===== config.mk =====
export PLATFORM = sky130hd
export DESIGN_NAME = mac_seq_ctrl
export DESIGN_NICKNAME = d
export VERILOG_FILES = /design/src/rtl/mac_seq_ctrl.sv
export SDC_FILE = /design/constraint.sdc
export NUM_CORES = 1
export LEC_CHECK = 0
export ABC_AREA = 1
export BUFFER_PORTS_ARGS = -buffer_cell sky130_fd_sc_hd__buf_2
export CAP_MARGIN = 20
export CORE_MARGIN = 10
export CORE_UTILIZATION = 40
export DETAILED_ROUTE_END_ITERATION = 12
export PLACE_DENSITY = 0.55
export SLEW_MARGIN = 10
export SYNTH_ARGS = -nofsm -noshare
export SYNTH_HDL_FRONTEND = slang
export SYNTH_SLANG_ARGS = --single-unit

===== constraint.sdc =====
create_clock -name clk -period 14.5 [get_ports clk]
set_input_delay 1.45 -clock clk [delete_from_list [all_inputs] [get_ports clk]]
set_output_delay 1.45 -clock clk [all_outputs]
set_load 0.05 [all_outputs]

===== src/rtl/mac_seq_ctrl.sv =====
// mac_seq_ctrl
//   Multi-cycle Nios II custom-instruction controller that sequences a
//   dot-product job through one external MAC pipeline. Software PUSHes
//   weight/input pairs into an operand buffer, then issues RUN. Each pair is
//   issued with the previous partial sum on mac_o_o, and the final fp32 sum is
//   returned on result. No arithmetic is done here; words pass through raw.
//
// Ports
//   clk, reset     system clock, synchronous active-high reset
//   clk_en         custom-instruction clock enable (qualifies all updates)
//   start, n       instruction start / opcode (0 PUSH, 1 RUN, 2 CLEAR, 3 STATUS)
//   dataa, datab   PUSH operands: weight word, input word
//   done, result   one-cycle completion pulse, instruction result (held)
//   mac_nop_o      to MAC NOPIn (0 = operands valid this cycle)
//   mac_w_o/i_o/o_o  to MAC W_Data / I_Data / O_Data (running partial sum)
//   mac_nop_i      from MAC NOPOut (0 = mac_data_i valid)
//   mac_data_i     from MAC DataOut
module mac_seq_ctrl #(
  parameter int unsigned DEPTH   = 16,
  parameter int unsigned TIMEOUT = 64
) (
  input  logic        clk,
  input  logic        reset,
  input  logic        clk_en,
  input  logic        start,
  input  logic [1:0]  n,
  input  logic [31:0] dataa,
  input  logic [31:0] datab,
  output logic        done,
  output logic [31:0] result,
  output logic        mac_nop_o,
  output logic [31:0] mac_w_o,
  output logic [31:0] mac_i_o,
  output logic [31:0] mac_o_o,
  input  logic        mac_nop_i,
  input  logic [31:0] mac_data_i
);

  localparam int unsigned AW = $clog2(DEPTH);
  localparam int unsigned CW = AW + 1;
  localparam int unsigned TW = $clog2(TIMEOUT + 1);

  localparam logic [CW-1:0] FULL     = CW'(DEPTH);
  localparam logic [TW-1:0] WAIT_MAX = TW'(TIMEOUT - 1);
  localparam logic [31:0]   QNAN     = 32'h7FC0_0000;

  localparam logic [1:0] S_IDLE  = 2'd0;
  localparam logic [1:0] S_ISSUE = 2'd1;
  localparam logic [1:0] S_WAIT  = 2'd2;
  localparam logic [1:0] S_FIN   = 2'd3;

  localparam logic [1:0] OP_PUSH   = 2'd0;
  localparam logic [1:0] OP_RUN    = 2'd1;
  localparam logic [1:0] OP_CLEAR  = 2'd2;
  localparam logic [1:0] OP_STATUS = 2'd3;

  logic [1:0]    state;
  logic [CW-1:0] count;
  logic [CW-1:0] k;
  logic [TW-1:0] wcnt;
  logic [31:0]   acc;
  logic          err;

  logic [63:0]   mem [DEPTH];

  logic [CW-1:0] count_inc;
  logic [CW-1:0] k_nxt;
  logic [AW-1:0] rd_addr;
  logic [63:0]   rd_pair;
  logic          push_wr;

  always_comb begin
    count_inc = count + 1'b1;
    k_nxt     = k + 1'b1;
    // The pair for the next ISSUE is read combinationally on the edge that
    // enters ISSUE: pair 0 from IDLE, pair k+1 from WAIT.
    rd_addr   = (state == S_IDLE) ? '0 : k_nxt[AW-1:0];
    rd_pair   = mem[rd_addr];
    push_wr   = clk_en && (state == S_IDLE) && start && (n == OP_PUSH) && (count != FULL);
  end

  // Buffer contents are don't-care after reset, so the array has no reset.
  always_ff @(posedge clk) begin
    if (!reset && push_wr) begin
      mem[count[AW-1:0]] <= {dataa, datab};
    end
  end

  // The partial sum register drives O_Data directly; it only changes in
  // cycles where the MAC ignores O_Data, so no separate output copy is needed.
  assign mac_o_o = acc;

  // done is gated by clk_en so a stalled FIN cycle does not count as the pulse.
  assign done = clk_en && (state == S_FIN);

  always_ff @(posedge clk) begin
    if (reset) begin
      state     <= S_IDLE;
      count     <= '0;
      k         <= '0;
      wcnt      <= '0;
      acc       <= '0;
      err       <= 1'b0;
      result    <= '0;
      mac_nop_o <= 1'b1;
      mac_w_o   <= '0;
      mac_i_o   <= '0;
    end else if (clk_en) begin
      case (state)
        S_IDLE: begin
          if (start) begin
            case (n)
              OP_PUSH: begin
                if (count != FULL) begin
                  count  <= count_inc;
                  result <= 32'(count_inc);
                end else begin
                  result <= 32'(count);
                end
                state <= S_FIN;
              end
              OP_RUN: begin
                acc <= '0;
                err <= 1'b0;
                k   <= '0;
                if (count == '0) begin
                  result <= '0;
                  state  <= S_FIN;
                end else begin
                  mac_nop_o <= 1'b0;
                  mac_w_o   <= rd_pair[63:32];
                  mac_i_o   <= rd_pair[31:0];
                  state     <= S_ISSUE;
                end
              end
              OP_CLEAR: begin
                count  <= '0;
                acc    <= '0;
                err    <= 1'b0;
                result <= '0;
                state  <= S_FIN;
              end
              default: begin
                result <= {err, 15'b0, 16'(count)};
                state  <= S_FIN;
              end
            endcase
          end
        end

        S_ISSUE: begin
          mac_nop_o <= 1'b1;
          wcnt      <= '0;
          state     <= S_WAIT;
        end

        S_WAIT: begin
          if (!mac_nop_i) begin
            acc <= mac_data_i;
            k   <= k_nxt;
            if (k_nxt == count) begin
              result <= mac_data_i;
              state  <= S_FIN;
            end else begin
              mac_nop_o <= 1'b0;
              mac_w_o   <= rd_pair[63:32];
              mac_i_o   <= rd_pair[31:0];
              state     <= S_ISSUE;
            end
          end else if (wcnt == WAIT_MAX) begin
            err    <= 1'b1;
            result <= QNAN;
            state  <= S_FIN;
          end else begin
            wcnt <= wcnt + 1'b1;
          end
        end

        default: begin
          state <= S_IDLE;
        end
      endcase
    end
  end

endmodule


==> impl_metrics.tcl, run 1 <==
set metrics [dict create \
    status "complete, no violations" \
    postRouteAntennaNets 0 \
    yosys-top-cells-count "nand2_1, edfxtp_1, inv_1" \
    ir_worst_vdd_v 0.000120 \
    tightestPinTransition_ns 1.12 \
    synthAdderAreaFrac 0.00254 \
    cts_tree "built" \
    finalCritPeriodShare 0.316 \
    yosysTopAreaCell "edfxtp_1" \
    synth_edf_count 1024 \
    track_usage 0.189 \
    pwr_density_cell_nw_per_um2 144 \
    yosys-top-cells-area "edfxtp_1, nand2_1, nand3_1" \
    fmax_mhz 218 \
    via_per_inst 5.00 \
    rows 128 \
    yosys.area_share.xor_xnor 0.000711 \
    nFillCells 11381 \
    cts_setup_buffers 0 \
    routed_wl_um 133000 \
    synth_compound_area_frac 0.0387 \
    nets 5001 \
    die_y_um 371 \
    die-area_um2 138000 \
    hold_class "reg -> reg" \
    synth_top_family_by_area "simple AND/OR/NAND/NOR gates" \
    drc_errors 0 \
    setup.worst_path.start_class "flip-flop" \
    grt_pass1_wl_um 199000 \
    drt_iter0_markers 2699 \
    min_from "mac_nop_o" \
    syn-cell-area_um2 49300 \
    cts_resized 0 \
    seqPwrFrac 0.459 \
    p_clk_frac 0.418 \
    clock_path_buffers 3 \
    cap_violations 0 \
    initial_core_util 0.404 \
    yosysSeqAreaShare 0.685 \
    end_kind "flip-flop" \
    cts_sinks 1173 \
    synth.area.mux_share 0 \
    reg2reg_from "state[0]" \
    required_ns 15.18 \
    skew_ns 0.0249 \
    grt_pass1_vias 31109 \
    fp.dieW_um 371 \
    worstSetupPathType "reg -> reg" \
    p_leak_nw 23.0 \
    area_growth_pct 14.4 \
    timing.rr.end "mac_w_o[0]" \
    swShare 0.262 \
    p_int_mw 6.00 \
    synthFlopType "edfxtp_1" \
    coreArea_um2 122000 \
    drv_slew 0 \
    fin_tns_setup_ns 0 \
    hold_depth 2 \
    routabilityCongestion 0.817 \
    max_slew_margin 0.255 \
    place_ws_ns 9.55 \
    cp.arrival_ns 5.27 \
    dr.pass1.iters 6 \
    antenna_found_initial 14 \
    setup_violations 0 \
    fin_ws_ns 9.92 \
    cts_max_level 4 \
    clk_pin_slew_ns 0.06 \
    dpl.hpwl_um 73000 \
    numCtsBuffers 132 \
    async_flop_share 0 \
    synthCells 4733 \
    worstSkewPairLatency_ns 0.75 \
    yosysWarnings 0 \
    syn_nets 4846 \
    ys_ff_latch 1173 \
    synth_top_area_frac 0.624 \
    cts_root_buffer "clkbuf_16" \
    grt_start_max_net_pins 214 \
    regToRegSetupSlack_ns 9.92 \
    avgSynthCellArea_um2 10.4 \
    rsz0062_at_grt "no" \
    hold_violations 0 \
    num_vias 33078 \
    yosysMostFrequentCell "nand2_1" \
    grt_overflow 0 \
    reg2regPathDepth 14 \
    p_switching_mw 2.12 \
    yosys.area_share.simple 0.201 \
    drive_gt1_frac 0.117 \
    ctsHoldBuffers 0 \
    fin_crit_ns 4.58 \
    port_buffers 232 \
    top_level_ports 233 \
    synth_cell_type_count 33 \
    wl_per_cell_um 20.1 \
    power_frac_comb 0.123 \
    holdPathEnd "mac_nop_o" \
    cp_max_fo 85 \
]
worst max-delay path by stage:
stage / from / endpoint / slack (ns) / cells past startpoint
after global placement: n[0] / mem[14][40] / 9.53 / 10
after floorplan: n[0] / mem[15][0] / 7.61 / 6
after global routing: state[0] / mac_w_o[0] / 9.40 / 14
after detailed placement: n[0] / mem[13][40] / 9.55 / 10
after CTS: state[0] / mac_w_o[0] / 9.88 / 14
final: state[0] / mac_w_o[0] / 9.92 / 14
area by class of cell:
type	count	area, µm²	share of cell area
antenna	3	7.51	0.000133
clock buffer	172	3700	0.0657
multi-input combinational	2658	12100	0.215
inverter	642	2430	0.0430
sequential	1173	33700	0.598
tap	1625	2030	0.0361
clock inverter	66	731	0.0130
timing repair buffer	281	1620	0.0288
metal layers:
layer  routed length, µm  vias to the layer above  part of all wire  GRT usage
li1                    -                    15997                 -          -
met1               61200                    16022              0.46      0.265
met2               61500                      885              0.46      0.303
met3                7640                      174             0.057     0.0296
met4                2550                        0             0.019     0.0504
met5                   0                        -                 0          0
worst max-delay path, cell delays in order (launching register included):
cell and delay, ns:
dfxtp_1 0.41, nor2_1 0.06, buf_4 0.18, nor2_4 0.52
buf_4 0.70, buf_4 0.86, buf_4 0.86, nand2_1 0.10
nand2_1 0.09, nand2_1 0.05, nand3_1 0.10, nand3_1 0.09
nand2_1 0.23, nor2_1 0.06, nor2_1 0.12
cell families (layout without fill, tap and decap cells):
family	after synthesis	in the layout
buffers and inverters	902	1161
other	0	3
AO/OA/AOI/OAI	278	278
XOR/XNOR	4	4
adder cells (fa/ha/maj)	10	10
AND/OR/NAND/NOR	2366	2366
flip-flops	1173	1173
registers in the layout (all words and copies together) (netlist names):
signal / count
mem: 1024
mac_i_o: 32
mac_o_o: 32
mac_w_o: 32
result: 32
wcnt: 7
count: 5
k: 5
state: 2
err: 1
mac_nop_o: 1
metrics by stage:
step            util  hold WS (ns)  area (µm²)  instances  power, mW
2_1_floorplan      -         0.448       49300       4733       4.49
3_3_place_gp   0.425         0.432       51800       6375       4.80
3_5_place_dp   0.425         0.450       51900       6377       4.80
4_1_cts        0.462         0.461       56300       6615       8.20
5_1_grt        0.462         0.479       56400       6618       8.44
6_report       0.462         0.455       56400       6620       8.12
power by group through the flow:
stage          clock network, mW  logic (mW)  registers [mW]
2_1_floorplan                  0       0.578            3.91
3_3_place_gp                   0        1.00            3.80
3_5_place_dp                   0        1.00            3.80
4_1_cts                     3.46        1.01            3.73
5_1_grt                     3.60        1.11            3.73
6_report                    3.39        1.00            3.73
cells in the final DEF, fill, tap and decap left out, drive strengths merged:
master,count
o22ai,1
a211oi,5
o211a,1
clkbuf,172
a22oi,1
a21boi,2
clkinv,43
nor2,277
clkinvlp,3
nand4,8
dfxtp,149
nand3b,2
edfxtp,1024
diode,3
nor3,6
inv,649
ha,10
buf,281
o211ai,193
a21oi,49
or2,65
xor2,1
o21ai,23
bufinv,13
a32oi,1
a31oi,2
xnor2,3
nand2,1381
nand3,627
Note: power is estimated with default switching activity, not from simulation.
==> inputs of run 2 (changes only) <==
==> constraint.sdc (replaced) <==
create_clock -name clk -period 4.45 [get_ports clk]
set_input_delay 0.445 -clock clk [delete_from_list [all_inputs] [get_ports clk]]
set_output_delay 0.445 -clock clk [all_outputs]
set_load 0.05 [all_outputs]
==> run 2 against run 1 <==
Sequential share of layout area is 0.54 points lower. Flip-flop and latch count did not move. Clock skew is 0.0027 ns lower. Largest power group unchanged. Register-to-register slack worse by 8.6 ns. Non-clock buffer count grew 57. Sequential power rose to 3.2 times the previous value.
==> impl_metrics.tcl, run 2 (synthesis gave the netlist of run 1 again) <==
set metrics [dict create \
    wl_per_cell_um 19.5 \
    route.met2.wl_um 59800 \
    grt_overflow 0 \
    cts_root_buffer "clkbuf_16" \
    crit_end "mac_w_o[13]" \
    reg2regPathDepth 11 \
    grt_pass1_wl_um 198000 \
    pwr_density_cell_nw_per_um2 455 \
    layout_commonest_cell "nand2_1" \
    grt_pass1_vias 31420 \
    nets 5056 \
    grt_start_max_net_pins 131 \
    multi_input_area_um2 12100 \
    setup_violations 0 \
    cap_violations 0 \
    largest_register_ffs 1024 \
    dpl.hpwl_um 70000 \
    final_cell_mix "nand2_1, edfxtp_1, inv_1" \
    p_leak_nw 23.2 \
    final_area_um2 56900 \
    cts_max_level 4 \
    num_vias 33059 \
    hold-worst-slack_ns 0.0832 \
    cts_sinks 1173 \
    required_ns 5.13 \
    track_usage 0.187 \
    top_level_ports 233 \
    status "complete, no violations" \
    fin_crit_ns 3.09 \
    worstSetupPathType "reg -> reg" \
    port_buffers 232 \
    rows 128 \
    end_kind "flip-flop" \
    postRouteAntennaNets 0 \
    die_y_um 371 \
    routabilityCongestion 0.814 \
    hold_violations 0 \
    drt_iter0_markers 2568 \
    finalCritPeriodShare 0.695 \
    top_layer "met5" \
    wl_met3_um 7210 \
    setup.worst_path.start_class "flip-flop" \
    regToRegSetupSlack_ns 1.36 \
    max_slew_margin 0.301 \
    power_mw 25.9 \
    drv_slew 0 \
    coreArea_um2 122000 \
    dr.pass1.iters 6 \
    final-seq-area_um2 33700 \
    worstSkewPairLatency_ns 0.74 \
    die-area_um2 138000 \
    clk_pin_slew_ns 0.06 \
    clock_path_buffers 3 \
    initial_core_util 0.404 \
    rsz0062_at_grt "no" \
    drc_errors 0 \
    ir_worst_vdd_v 0.000330 \
    fmax_mhz 323 \
    nFillCells 11338 \
    skew_ns 0.0222 \
    cts_tree "built" \
    cp_max_fo 130 \
    timing.rr.end "mac_w_o[13]" \
    cts_setup_buffers 0 \
    drive_gt1_frac 0.118 \
    antenna_found_initial 18 \
    numCtsBuffers 130 \
    via_per_inst 4.95 \
    cp.arrival_ns 3.77 \
    reg2reg_from "k[0]" \
    fp.dieW_um 371 \
    routed_wl_um 130000 \
    tightestPinTransition_ns 1.05 \
    crit_start "k[0]" \
    area_growth_pct 15.5 \
    hold_class "in -> reg" \
    wl_met1_um 60800 \
    placed_cell_area_um2 52500 \
]
## run 2: repair_timing
action	in CTS	in global routing
setup endpoints to repair	0	0
gates resized for setup	0	0
hold endpoints to repair	25	0
hold buffers	24	0
## run 2: report_power, final
part,internal [mW],switching (mW)
clock,6.07,4.37
sequential,12.1,0.0724
combinational,0.906,2.40
## run 2: final cells by class
| cell class | count | share of cell area |
|---|---|---|
| Sequential cell | 1173 | 0.593 |
| Clock inverter | 58 | 0.00840 |
| Tap cell | 1625 | 0.0357 |
| Antenna cell | 1 | 0.0000440 |
| Multi-Input combinational cell | 2658 | 0.213 |
| Clock buffer | 182 | 0.0644 |
| Timing Repair Buffer | 338 | 0.0427 |
| Inverter | 642 | 0.0427 |
## run 2: routing by layer
metal  track usage  up-vias
li1              -    16107
met1         0.264    15894
met2         0.296      856
met3        0.0325      196
met4        0.0464        6
met5             0        -
## run 2: how the worst min path moves through the flow
stage          startpoint         end  slack (ns)  depth (start not counted)
6_report        dataa[19]  mem[0][51]        0.08                          1
5_1_grt         datab[31]  mem[7][31]        0.06                          1
4_1_cts         datab[31]  mem[7][31]        0.03                          1
3_5_place_dp    mac_nop_o   mac_nop_o        0.44                          2
3_3_place_gp    mac_nop_o   mac_nop_o        0.44                          2
2_1_floorplan     wcnt[5]     wcnt[5]        0.45                          2
## run 2: worst max-delay path, cell delays in order, from the launching register on
cell	delay, ns
dfxtp_1	0.37
ha_1	0.36
inv_1	0.09
nor2_4	0.20
buf_12	0.52
buf_4	0.53
nand2_1	0.10
nand3_1	0.09
nand3_1	0.10
nand2_1	0.23
nor2_1	0.06
nor2_1	0.13
## run 2: stage by stage
step | TNS [ns] | cells | util | setup slack (ns)
detailed placement | 0 | 6412 | 0.430 | 1.35
CTS | 0 | 6676 | 0.466 | 1.38
finish | 0 | 6677 | 0.466 | 1.36
global route | 0 | 6676 | 0.466 | 1.10
global placement | 0 | 6412 | 0.430 | 1.31
floorplan | -2.04 | 4733 | - | -0.00399
